--- src/rtl/timer_pkg.sv ---
// Shared timing constants and state encoding for the run sequencer and the
// timer datapath it drives.
package timer_pkg;

    localparam logic [1:0] ST_IDLE  = 2'b00;
    localparam logic [1:0] ST_RUN   = 2'b01;
    localparam logic [1:0] ST_PAUSE = 2'b10;
    localparam logic [1:0] ST_DEAD  = 2'b11;

    typedef enum logic [1:0] {
        S_IDLE  = ST_IDLE,
        S_RUN   = ST_RUN,
        S_PAUSE = ST_PAUSE,
        S_DEAD  = ST_DEAD
    } run_state_e;

    localparam int DEF_CLK_HZ          = 100_000_000;
    localparam int DEF_TICK_HZ         = 100;
    localparam int DEF_DEAD_HOLD_TICKS = 200;
    localparam int DEF_BLINK_TICKS     = 25;

    // Clocks per timebase tick; CLK_HZ must be an exact multiple of TICK_HZ.
    function automatic int calc_div(input int clk_hz, input int tick_hz);
        return clk_hz / tick_hz;
    endfunction

endpackage

--- src/rtl/timer_run_ctrl_if.sv ---
// Control/strobe bundle between the run sequencer and its neighbours.
// master: game side plus timer datapath; slave: the sequencer itself.
interface timer_run_ctrl_if;

    logic       start_btn;
    logic       pause_btn;
    logic       dead;
    logic       tick;
    logic       clr_cur;
    logic       commit_best;
    logic       blank;
    logic [1:0] state;

    modport master (
        output start_btn, pause_btn, dead,
        input  tick, clr_cur, commit_best, blank, state
    );

    modport slave (
        input  start_btn, pause_btn, dead,
        output tick, clr_cur, commit_best, blank, state
    );

endinterface

--- src/rtl/timer_run_ctrl_sync_edge.sv ---
// Two-flop synchronizer with rising-edge detect. An edge is only reported once
// the synchronized level has been seen low after reset, so a level that was
// already high when reset released never produces an event.
module sync_edge (
    input  logic clk,
    input  logic rst,
    input  logic din,
    output logic rise
);

    logic       s1, s2, prev;
    logic [1:0] fill;
    logic       armed;

    // Synchronizer chain and previous-level register.
    always_ff @(posedge clk or negedge rst) begin
        if (!rst) begin
            s1   <= 1'b0;
            s2   <= 1'b0;
            prev <= 1'b0;
        end else begin
            s1   <= din;
            s2   <= s1;
            prev <= s2;
        end
    end

    // s2 only carries a real sample after two edges; arm once that sample is low.
    always_ff @(posedge clk or negedge rst) begin
        if (!rst) begin
            fill  <= 2'd0;
            armed <= 1'b0;
        end else begin
            if (fill != 2'd2)
                fill <= fill + 2'd1;
            if (fill == 2'd2 && !s2)
                armed <= 1'b1;
        end
    end

    assign rise = s2 & ~prev & armed;

endmodule

--- src/rtl/timer_run_ctrl.sv ---
// Game-run sequencer: owns the centisecond timebase, gates it by game state,
// and issues clear/commit strobes plus the post-death display blink.
module timer_run_ctrl
    import timer_pkg::*;
#(
    parameter int CLK_HZ          = DEF_CLK_HZ,
    parameter int TICK_HZ         = DEF_TICK_HZ,
    parameter int DEAD_HOLD_TICKS = DEF_DEAD_HOLD_TICKS,
    parameter int BLINK_TICKS     = DEF_BLINK_TICKS
) (
    input  logic             clk,
    input  logic             rst,
    timer_run_ctrl_if.slave  bus
);

    localparam int DIV     = calc_div(CLK_HZ, TICK_HZ);
    localparam int DIV_W   = (DIV > 1) ? $clog2(DIV) : 1;
    localparam int HOLD_W  = $clog2(DEAD_HOLD_TICKS + 1);
    localparam int BLINK_W = $clog2(BLINK_TICKS + 1);

    localparam logic [DIV_W-1:0]   DIV_LAST   = DIV_W'(DIV - 1);
    localparam logic [HOLD_W-1:0]  HOLD_LAST  = HOLD_W'(DEAD_HOLD_TICKS - 1);
    localparam logic [BLINK_W-1:0] BLINK_LAST = BLINK_W'(BLINK_TICKS - 1);

    logic               start_rise, pause_rise, dead_rise;
    run_state_e         st_q, st_d;
    logic [DIV_W-1:0]   div_q;
    logic [HOLD_W-1:0]  hold_q;
    logic [BLINK_W-1:0] blink_q;
    logic               raw_tick, hold_done, dead_entry;
    logic               tick_q, clr_q, clr_d, commit_q, commit_d, blank_q;

    sync_edge u_start (.clk(clk), .rst(rst), .din(bus.start_btn), .rise(start_rise));
    sync_edge u_pause (.clk(clk), .rst(rst), .din(bus.pause_btn), .rise(pause_rise));
    sync_edge u_dead  (.clk(clk), .rst(rst), .din(bus.dead),      .rise(dead_rise));

    assign raw_tick   = (div_q == DIV_LAST);
    assign hold_done  = raw_tick && (hold_q == HOLD_LAST);
    assign dead_entry = (st_q != S_DEAD) && (st_d == S_DEAD);

    // State register plus the one-cycle entry strobes.
    always_ff @(posedge clk or negedge rst) begin
        if (!rst) begin
            st_q     <= S_IDLE;
            clr_q    <= 1'b0;
            commit_q <= 1'b0;
        end else begin
            st_q     <= st_d;
            clr_q    <= clr_d;
            commit_q <= commit_d;
        end
    end

    // Next state; death outranks pause, and edges are ignored during the hold.
    always_comb begin
        st_d     = st_q;
        clr_d    = 1'b0;
        commit_d = 1'b0;
        case (st_q)
            S_IDLE: begin
                if (start_rise) begin
                    st_d  = S_RUN;
                    clr_d = 1'b1;
                end
            end
            S_RUN, S_PAUSE: begin
                if (dead_rise) begin
                    st_d     = S_DEAD;
                    commit_d = 1'b1;
                end else if (pause_rise) begin
                    st_d = (st_q == S_RUN) ? S_PAUSE : S_RUN;
                end
            end
            S_DEAD: begin
                if (hold_done)
                    st_d = S_IDLE;
            end
            default: st_d = S_IDLE;
        endcase
    end

    // Timebase divider: frozen in PAUSE so the fractional tick survives a pause.
    always_ff @(posedge clk or negedge rst) begin
        if (!rst) begin
            div_q <= '0;
        end else begin
            case (st_q)
                S_RUN, S_DEAD: div_q <= raw_tick ? '0 : div_q + DIV_W'(1);
                S_PAUSE:       div_q <= div_q;
                default:       div_q <= '0;
            endcase
        end
    end

    // Visible tick only in RUN; a tick coinciding with death is dropped so it
    // never lands in the same cycle as commit_best.
    always_ff @(posedge clk or negedge rst) begin
        if (!rst)
            tick_q <= 1'b0;
        else
            tick_q <= (st_q == S_RUN) && raw_tick && !dead_rise;
    end

    // Death-hold counters and display blink.
    always_ff @(posedge clk or negedge rst) begin
        if (!rst) begin
            hold_q  <= '0;
            blink_q <= '0;
            blank_q <= 1'b0;
        end else if (dead_entry) begin
            hold_q  <= '0;
            blink_q <= '0;
            blank_q <= 1'b1;
        end else if (st_q == S_DEAD && raw_tick) begin
            hold_q <= hold_q + HOLD_W'(1);
            if (hold_done) begin
                blink_q <= '0;
                blank_q <= 1'b0;
            end else if (blink_q == BLINK_LAST) begin
                blink_q <= '0;
                blank_q <= ~blank_q;
            end else begin
                blink_q <= blink_q + BLINK_W'(1);
            end
        end
    end

    assign bus.tick        = tick_q;
    assign bus.clr_cur     = clr_q;
    assign bus.commit_best = commit_q;
    assign bus.blank       = blank_q;
    assign bus.state       = st_q;

endmodule

--- src/flat_wrapper.sv ---
// flat-port wrapper written by rule: the top's interface ports become plain ports
module timer_run_ctrl_flat import timer_pkg::*;
#(
    parameter int CLK_HZ          = DEF_CLK_HZ,
    parameter int TICK_HZ         = DEF_TICK_HZ,
    parameter int DEAD_HOLD_TICKS = DEF_DEAD_HOLD_TICKS,
    parameter int BLINK_TICKS     = DEF_BLINK_TICKS
)
  (clk, rst, bus_start_btn, bus_pause_btn, bus_dead, bus_tick, bus_clr_cur, bus_commit_best, bus_blank, bus_state);
  timer_run_ctrl_if bus_i ();
  input  logic clk;
  input  logic rst;
  input wire logic [$bits(bus_i.start_btn)-1:0] bus_start_btn;
  input wire logic [$bits(bus_i.pause_btn)-1:0] bus_pause_btn;
  input wire logic [$bits(bus_i.dead)-1:0] bus_dead;
  output wire logic [$bits(bus_i.tick)-1:0] bus_tick;
  output wire logic [$bits(bus_i.clr_cur)-1:0] bus_clr_cur;
  output wire logic [$bits(bus_i.commit_best)-1:0] bus_commit_best;
  output wire logic [$bits(bus_i.blank)-1:0] bus_blank;
  output wire logic [$bits(bus_i.state)-1:0] bus_state;
  assign bus_i.start_btn = bus_start_btn;
  assign bus_i.pause_btn = bus_pause_btn;
  assign bus_i.dead = bus_dead;
  assign bus_tick = bus_i.tick;
  assign bus_clr_cur = bus_i.clr_cur;
  assign bus_commit_best = bus_i.commit_best;
  assign bus_blank = bus_i.blank;
  assign bus_state = bus_i.state;
  timer_run_ctrl #(.CLK_HZ(CLK_HZ), .TICK_HZ(TICK_HZ), .DEAD_HOLD_TICKS(DEAD_HOLD_TICKS), .BLINK_TICKS(BLINK_TICKS)) u_core (.clk(clk), .rst(rst), .bus(bus_i));
endmodule
--- config.mk ---
export PLATFORM = sky130hd
export DESIGN_NAME = timer_run_ctrl_flat
export DESIGN_NICKNAME = d
export VERILOG_FILES = /design/src/rtl/timer_pkg.sv /design/src/rtl/timer_run_ctrl_if.sv /design/src/rtl/timer_run_ctrl_sync_edge.sv /design/src/rtl/timer_run_ctrl.sv /design/src/flat_wrapper.sv
export SDC_FILE = /design/constraint.sdc
export NUM_CORES = 1
export LEC_CHECK = 0
export ABC_AREA = 1
export ABC_CLOCK_PERIOD_IN_PS = 3700
export CELL_PAD_IN_SITES_DETAIL_PLACEMENT = 0
export CELL_PAD_IN_SITES_GLOBAL_PLACEMENT = 2
export CORE_UTILIZATION = 42
export CTS_BUF_LIST = sky130_fd_sc_hd__clkbuf_2
export DETAILED_ROUTE_END_ITERATION = 16
export GPL_TIMING_DRIVEN = 1
export PLACE_DENSITY_LB_ADDON = 0.1
export SLEW_MARGIN = 10
export SYNTH_ARGS = -nofsm -noshare
export SYNTH_HDL_FRONTEND = slang
export SYNTH_SLANG_ARGS = --single-unit
--- constraint.sdc ---
create_clock -name clk -period 3.7 [get_ports clk]
set_input_delay 0.74 -clock clk [delete_from_list [all_inputs] [get_ports clk]]
set_output_delay 0.74 -clock clk [all_outputs]
set_load 0.02 [all_outputs]
==> insert_results.sql, run 1 <==
INSERT INTO impl_metrics (metric_group, metric, value, unit) VALUES
('power_and_ir_drop', 'power.combinational.fraction', '33.1', '%'),
('timing', 'totalNegativeSetupSlack', '0', 'ns'),
('clocking', 'post_cts_resized', '0', ''),
('timing', 'hold_slack', '0.3725', 'ns'),
('placed_design', 'detailed_place_hpwl', '4.218', 'mm'),
('floorplanning', 'rows', '29', ''),
('worst_setup_path', 'cp_slowest_stage_delay', '0.65', 'ns'),
('placed_design', 'io_buffer_count', '10', ''),
('outcome', 'run_status', 'finished, final reports clean', ''),
('min_path', 'holdCritPathClass', 'reg -> reg', ''),
('global_routing', 'grt_overflow_total', '0', ''),
('timing', 'min_period', '2.351', 'ns'),
('min_path', 'timing.hold.worst_path_depth', '0', ''),
('power_and_ir_drop', 'internal_power_consumption', '1.076', 'mW'),
('floorplanning', 'dieHeight', '85.19', 'microns'),
('worst_setup_path', 'critPathLaunchType', 'flip-flop', ''),
('timing', 'final-setup-viol-count', '0', ''),
('worst_setup_path', 'cp_data_required_time', '2.96', 'ns'),
('floorplanning', 'start_util', '44.50', '%'),
('timing', 'slew-limit-headroom', '31.44', '%'),
('timing', 'transition_time_at_the_pin_with_the_least_slew_margin', '1.028', 'ns'),
('global_routing', 'grt_pass1_vias', '2171', ''),
('logic_synthesis', 'synthesis.yosys.warnings', '0', ''),
('worst_setup_path', 'reg2reg_from', 'u_core.bus.state[0]', ''),
('layout', 'syn_to_final_growth', '11.32', '%'),
('power_and_ir_drop', 'power_leakage', '1.579', 'nW'),
('timing', 'finalHoldViolCount', '0', ''),
('floorplanning', 'core_area', '6531', 'sq um'),
('drt', 'vias', '2185', ''),
('power_and_ir_drop', 'sequentialPowerShare', '40.4', '%'),
('clocking', 'htreeDepth', '3', ''),
('global_routing', 'antenna_found_initial', '0', ''),
('min_path', 'min_to', 'u_core.u_dead.prev', ''),
('global_routing', 'track_usage', '18.62', '%'),
('min_path', 'holdCritStartpoint', 'u_core.u_dead.s2', ''),
('drt', 'wirelength', '5.747', 'mm'),
('layout', 'final_core_utilization', '49.54', '%'),
('drt', 'topRoutingLayerUsed', 'met4', ''),
('drt', 'detail_route.vias_per_cell', '4.966', ''),
('clocking', 'cts.path.max_buffers', '2', ''),
('drt', 'drc_errors', '0', ''),
('timing', 'final_max_slew_viol_count', '0', ''),
('clocking', 'cts_sinks', '57', ''),
('worst_setup_path', 'worstPathBufferInverterCount', '1', ''),
('power_and_ir_drop', 'irDropWorstVdd', '0.3961', 'mV'),
('global_routing', 'grt_start_max_net_pins', '47', ''),
('layout', 'post_route_cells_drive_above_1_share', '11.57', '%'),
('clocking', 'clk-insertion-delay-late', '0.47', 'ns'),
('logic_synthesis', 'synthesis.instances', '337', ''),
('clocking', 'cts_buffers', '9', ''),
('logic_synthesis', 'syn_nets', '354', ''),
('floorplanning', 'floorplan.die_area', '7257', 'sq um'),
('timing', 'fmax', '425.3', 'MHz'),
('layout', 'layout.cell_area.non_filler', '3236', 'sq um'),
('drt', 'drt-met1-wl', '2.910', 'mm'),
('worst_setup_path', 'critical_path.top_delay_family', 'buffers and inverters', ''),
('clocking', 'worst_setup_hold_path_clk_slew', '0.17', 'ns'),
('drt', 'wl_per_cell', '13.06', 'microns'),
('power_and_ir_drop', 'pwr_density_cell', '539.1', 'nW/um^2'),
('layout', 'final.fill_count', '655', ''),
('floorplanning', 'io_count', '11', ''),
('placed_design', 'dpl_cell_area', '3103', 'sq um'),
('timing', 'rsz_0062_raised_after_global_routing', 'false', ''),
('timing', 'finalCritPeriodShare', '63.55', '%'),
('worst_setup_path', 'critPathMaxFanout', '6', ''),
('drt', 'ant_nets', '0', ''),
('run', 'maxCapViolCount', '0', ''),
('worst_setup_path', 'crit_arrival', '1.61', 'ns'),
('layout', 'nNetsFinal', '375', ''),
('worst_setup_path', 'reg2reg_to', 'u_core.div_q[16]', ''),
('drt', 'detailedRoute.firstIterationViolations', '115', '');
per-stage QoR:
stage	power (mW)	instances	worst slack, ns
6_report	1.744	440	1.349
2_1_floorplan	1.112	337	1.707
5_1_grt	1.886	440	1.240
3_5_place_dp	1.300	424	1.611
3_3_place_gp	1.310	424	1.668
4_1_cts	1.769	440	1.319
cells in the mapped netlist (all sizes together):
cell    count  share of area [%]
a211oi      1               0.26
a21boi      2               0.52
a21o        1               0.26
a21oi      13                2.4
a31oi       2               0.43
and2        1               0.22
and3        2               0.65
buf         2               0.34
dfrtp      57                 49
ha         12                5.2
inv        51                6.8
nand2      69                9.9
nand3      22                3.8
nand3b      3               0.77
nand4       8                2.4
nor2       43                6.1
nor3       12                2.4
nor4        3               0.86
o211ai      1               0.26
o21ai      15                2.6
o21bai      1               0.26
o22ai       1               0.22
xnor2       4                1.2
xor2       11                3.3
cell usage in the layout, fill, tap and decap left out, types with 2 or more instances in the layout:
cell	instances
sky130_fd_sc_hd__nand3b_1	3
sky130_fd_sc_hd__a21oi_1	12
sky130_fd_sc_hd__xor2_1	11
sky130_fd_sc_hd__nand4_1	5
sky130_fd_sc_hd__nor3_1	10
sky130_fd_sc_hd__buf_4	2
sky130_fd_sc_hd__nor4_1	2
sky130_fd_sc_hd__nand2_2	2
sky130_fd_sc_hd__o21ai_0	12
sky130_fd_sc_hd__inv_1	45
sky130_fd_sc_hd__xnor2_1	4
sky130_fd_sc_hd__clkbuf_2	10
sky130_fd_sc_hd__nand2_1	64
sky130_fd_sc_hd__bufinv_16	2
sky130_fd_sc_hd__nor3_2	2
sky130_fd_sc_hd__o21ai_1	3
sky130_fd_sc_hd__ha_1	12
sky130_fd_sc_hd__dfrtp_1	57
sky130_fd_sc_hd__nor2_1	39
sky130_fd_sc_hd__nand3_1	22
sky130_fd_sc_hd__nand4_2	3
sky130_fd_sc_hd__inv_2	5
sky130_fd_sc_hd__nor2_2	3
sky130_fd_sc_hd__nand2_4	3
sky130_fd_sc_hd__a31oi_1	2
sky130_fd_sc_hd__clkinv_2	2
sky130_fd_sc_hd__clkdlybuf4s50_1	9
power groups by stage:
stage,registers (mW),clock network [mW],logic [mW]
finish,0.704,0.462,0.578
detailed placement,0.715,0,0.585
global placement,0.713,0,0.597
global route,0.711,0.512,0.663
floorplan,0.733,0,0.380
CTS,0.704,0.477,0.588
final cells by class:
cell class / instances / area, sq um / area share [%]
inverter: 51 / 196.4 / 6.071
clock buffer: 10 / 50.05 / 1.547
clock inverter: 6 / 82.58 / 2.552
multi-input combinational: 227 / 1274 / 39.37
timing repair buffer: 12 / 110.1 / 3.403
sequential: 57 / 1426 / 44.08
tap: 77 / 96.34 / 2.978
worst max path at each step:
stage / start / end / slack (ns) / cells past startpoint
after floorplan: u_core.bus.state[0] / u_core.div_q[16] / 1.71 / 11
after global placement: u_core.bus.state[1] / u_core.hold_q[7] / 1.67 / 10
after detailed placement: u_core.bus.state[0] / u_core.div_q[16] / 1.61 / 10
after CTS: u_core.bus.state[1] / bus_state[1] / 1.32 / 1
after global routing: u_core.bus.state[0] / bus_state[0] / 1.24 / 1
final: u_core.bus.state[1] / bus_state[1] / 1.35 / 1
metal layers:
layer	global-route usage, %	up-vias
met3	4.864	9
met1	25.68	1027
met4	8.012	0
met5	0	-
li1	-	1126
met2	27.79	23
sequential cells by signal (all words and copies together), names as in the netlist:
name and count:
u_core.blink_q 5, u_core.bus.blank 1, u_core.bus.clr_cur 1, u_core.bus.commit_best 1, u_core.bus.state 2, u_core.bus.tick 1, u_core.div_q 20, u_core.hold_q 8
u_core.u_dead.armed 1, u_core.u_dead.fill 2, u_core.u_dead.prev 1, u_core.u_dead.s1 1, u_core.u_dead.s2 1, u_core.u_pause.armed 1, u_core.u_pause.fill 2, u_core.u_pause.prev 1
u_core.u_pause.s1 1, u_core.u_pause.s2 1, u_core.u_start.armed 1, u_core.u_start.fill 2, u_core.u_start.prev 1, u_core.u_start.s1 1, u_core.u_start.s2 1
cell families after synthesis:
group	count (synthesis)	share of synthesized area [%]
xor+xnor	15	4.520
compound gates	37	7.147
simple gates	163	26.99
buf+inv	53	7.103
fa+ha+maj	12	5.166
flops	57	49.07
(Power assumes the default switching activity.)
==> run 2: changes to the inputs <==
Settings changed: ABC_CLOCK_PERIOD_IN_PS 3700 to 2100, CORE_UTILIZATION 42 to 35.
Clock period 3.7 ns to 2.1 ns, I/O delays scaled along.
==> run 2 against run 1 <==
Routed wire length grew 9.7%. First-iteration DRC count grew 6.1%. Highest routed layer unchanged. Final cell count grew 8.0%. Core utilization shrank 7.1 points. Non-clock buffer count grew 10. Combinational power grew 97%. Largest cell class unchanged. Worst hold slack lost 0.031 ns. Clock power grew 52%. Design area grew 3.4%. Count of clock-buffer cells in the layout is the same. Sequential cell count is the same.
==> insert_results.sql, run 2 (synthesis gave the netlist of run 1 again) <==
INSERT INTO impl_metrics (metric_group, metric, value, unit) VALUES
('drt', 'drtPass1Iterations', '4', ''),
('power_and_ir_drop', 'irDropWorstVdd', '0.6393', 'mV'),
('worst_setup_path', 'cp_slowest_stage_delay', '0.62', 'ns'),
('drt', 'drc_errors', '0', ''),
('clocking', 'cts_sinks', '57', ''),
('placed_design', 'gp_routability_congestion', '0.7934', ''),
('timing', 'finalCritPeriodShare', '94.34', '%'),
('timing', 'final_max_slew_viol_count', '0', ''),
('placed_design', 'detailed_place_hpwl', '4.679', 'mm'),
('layout', 'layout_commonest_cell', 'sky130_fd_sc_hd__nand2_1', ''),
('clocking', 'cts_buffers', '9', ''),
('timing', 'fmax', '504.8', 'MHz'),
('layout', 'regMostFlops', 'u_core.div_q', ''),
('layout', 'syn_to_final_growth', '15.15', '%'),
('run', 'maxCapViolCount', '0', ''),
('floorplanning', 'die_width', '93.13', 'microns'),
('timing', 'fin_skew', '0.01519', 'ns'),
('global_routing', 'grt_overflow_total', '0', ''),
('timing', 'rsz_0062_raised_after_global_routing', 'false', ''),
('layout', 'post_route_cells_drive_above_1_share', '14.75', '%'),
('timing', 'slew-limit-headroom', '73.19', '%'),
('clocking', 'worst_setup_hold_path_clk_slew', '0.17', 'ns'),
('worst_setup_path', 'worstPathBufferInverterCount', '1', ''),
('worst_setup_path', 'critical_path.endpoint_type', 'output pin', ''),
('layout', 'largest_register_ff_count', '20', ''),
('timing', 'min_period', '1.981', 'ns'),
('worst_setup_path', 'crit_arrival', '1.56', 'ns'),
('floorplanning', 'io_count', '11', ''),
('worst_setup_path', 'cell_chain_of_the_critical_path', 'clkdlybuf4s50_1', ''),
('worst_setup_path', 'critPathLaunchType', 'flip-flop', ''),
('power_and_ir_drop', 'pwr_density_cell', '918.0', 'nW/um^2'),
('timing', 'transition_time_at_the_pin_with_the_least_slew_margin', '0.4013', 'ns'),
('clocking', 'ctsRootBufferMaster', 'sky130_fd_sc_hd__clkbuf_2', ''),
('clocking', 'tritoncts_clock_tree', 'built', ''),
('worst_setup_path', 'critical_path.top_delay_family', 'buffers and inverters', ''),
('drt', 'detailedRoute.firstIterationViolations', '122', ''),
('drt', 'wl_per_cell', '13.27', 'microns'),
('drt', 'detail_route.vias_per_cell', '4.634', ''),
('timing', 'totalNegativeSetupSlack', '0', 'ns'),
('timing', 'hold_slack', '0.3419', 'ns'),
('clocking', 'htreeDepth', '3', ''),
('placed_design', 'io_buffer_count', '10', ''),
('drt', 'vias', '2201', ''),
('clocking', 'post-cts-setup-buffers', '0', ''),
('floorplanning', 'dieHeight', '93.13', 'microns'),
('global_routing', 'grt_pass1_wl', '10.81', 'mm'),
('layout', 'nNetsFinal', '385', ''),
('clocking', 'clk-insertion-delay-late', '0.49', 'ns'),
('layout', 'combined_area_of_the_multi_input_logic_cells', '1284', 'sq um'),
('floorplanning', 'core_area', '7888', 'sq um'),
('worst_setup_path', 'critical_path_class', 'reg -> out', ''),
('layout', 'ff_latch_area', '1428', 'sq um'),
('layout', 'largestRegisters', 'u_core.div_q x20, u_core.hold_q x8, u_core.blink_q x5', ''),
('global_routing', 'grt_start_max_net_pins', '58', ''),
('worst_setup_path', 'cp_data_required_time', '1.68', 'ns'),
('floorplanning', 'start_util', '36.85', '%'),
('timing', 'finalHoldViolCount', '0', ''),
('floorplanning', 'floorplan.die_area', '8673', 'sq um'),
('global_routing', 'track_usage', '16.61', '%'),
('global_routing', 'antenna_found_initial', '0', ''),
('worst_setup_path', 'critPathMaxFanout', '6', ''),
('drt', 'wirelength', '6.305', 'mm'),
('drt', 'ant_nets', '0', ''),
('clocking', 'cts.path.max_buffers', '2', ''),
('timing', 'final-setup-viol-count', '0', ''),
('worst_setup_path', 'critical-path-slowest-cell', 'sky130_fd_sc_hd__clkdlybuf4s50_1', ''),
('layout', 'most-common-layout-cells', 'sky130_fd_sc_hd__nand2_1 (64), sky130_fd_sc_hd__dfrtp_1 (56), sky130_fd_sc_hd__inv_1 (45)', ''),
('layout', 'insertedDiodeCount', '0', ''),
('floorplanning', 'rows', '32', ''),
('power_and_ir_drop', 'power_leakage', '1.624', 'nW'),
('global_routing', 'grt_pass1_vias', '2210', ''),
('outcome', 'run_status', 'finished, final reports clean', ''),
('min_path', 'holdCritPathClass', 'in -> reg', ''),
('layout', 'final.fill_count', '812', '');
## run 2: cell types whose count changed in the layout (fill, tap and decap cells not counted), moves of 2 or more
cell	change
sky130_fd_sc_hd__nor2_2	+2
sky130_fd_sc_hd__nor2_1	-2
sky130_fd_sc_hd__buf_4	+8
sky130_fd_sc_hd__clkinvlp_4	+2
## run 2: final cells by class
| class | count | area share [%] |
|---|---|---|
| sequential | 57 | 42.65 |
| multi-input combinational | 227 | 38.36 |
| timing repair buffer | 22 | 6.056 |
| inverter | 51 | 5.869 |
| tap | 102 | 3.813 |
| clock inverter | 6 | 1.757 |
| clock buffer | 10 | 1.495 |
## run 2: final timing paths
check	startpoint	depth (start not counted)	endpoint	slack, ns
worst min-delay path	bus_pause_btn	1	u_core.u_pause.s1	0.34
worst max register to register	u_core.bus.state[1]	12	u_core.bus.blank	0.23
max in group asynchronous	rst	3	u_core.bus.state[1]	1.39
worst min register to register	u_core.u_dead.s1	0	u_core.u_dead.s2	0.37
worst max-delay path	u_core.bus.state[1]	1	bus_state[1]	0.12
min in group asynchronous	rst	3	u_core.div_q[0]	0.45
## run 2: per-layer routing
metal	routed length, microns	global-route usage [%]
met2	2755	24.14
met5	0	0
met3	168	5.691
met4	91	5.000
met1	3290	23.18
## run 2: worst reg2reg max path: stages, from the launching register on
cell                       delay, ns
sky130_fd_sc_hd__dfrtp_2        0.46
sky130_fd_sc_hd__inv_1          0.11
sky130_fd_sc_hd__ha_1           0.32
sky130_fd_sc_hd__inv_1          0.05
sky130_fd_sc_hd__nor2_1         0.12
sky130_fd_sc_hd__nand3b_1       0.12
sky130_fd_sc_hd__inv_1          0.04
sky130_fd_sc_hd__nand2_1        0.07
sky130_fd_sc_hd__nand2_1        0.08
sky130_fd_sc_hd__nor2_2         0.13
sky130_fd_sc_hd__nand2_4        0.11
sky130_fd_sc_hd__o211ai_1       0.10
sky130_fd_sc_hd__nand2_1        0.07
## run 2: stage by stage
stage / area (sq um) / utilization (%) / instances / power, mW / setup slack, ns
after detailed placement: 3214 / 40.75 / 458 / 2.391 / 0.1320
after CTS: 3333 / 42.26 / 475 / 3.119 / 0.007207
after global placement: 3214 / 40.75 / 458 / 2.405 / 0.09378
after floorplan: 2907 / - / 337 / 1.960 / 0.1066
after global routing: 3347 / 42.43 / 475 / 3.304 / 0.01173
final: 3347 / 42.43 / 475 / 3.072 / 0.1189
## run 2: where the power goes
group,internal (mW),switching (mW)
Clock,0.271,0.429
Sequential,1.17,0.0588
Combinational,0.399,0.742
Total,1.84,1.23
## run 2: repair_timing
action	in CTS	in global routing
endpoints found under the setup margin	0	11
endpoints found under the hold margin	57	0
hold buffers	1	0
gates resized for setup	0	5
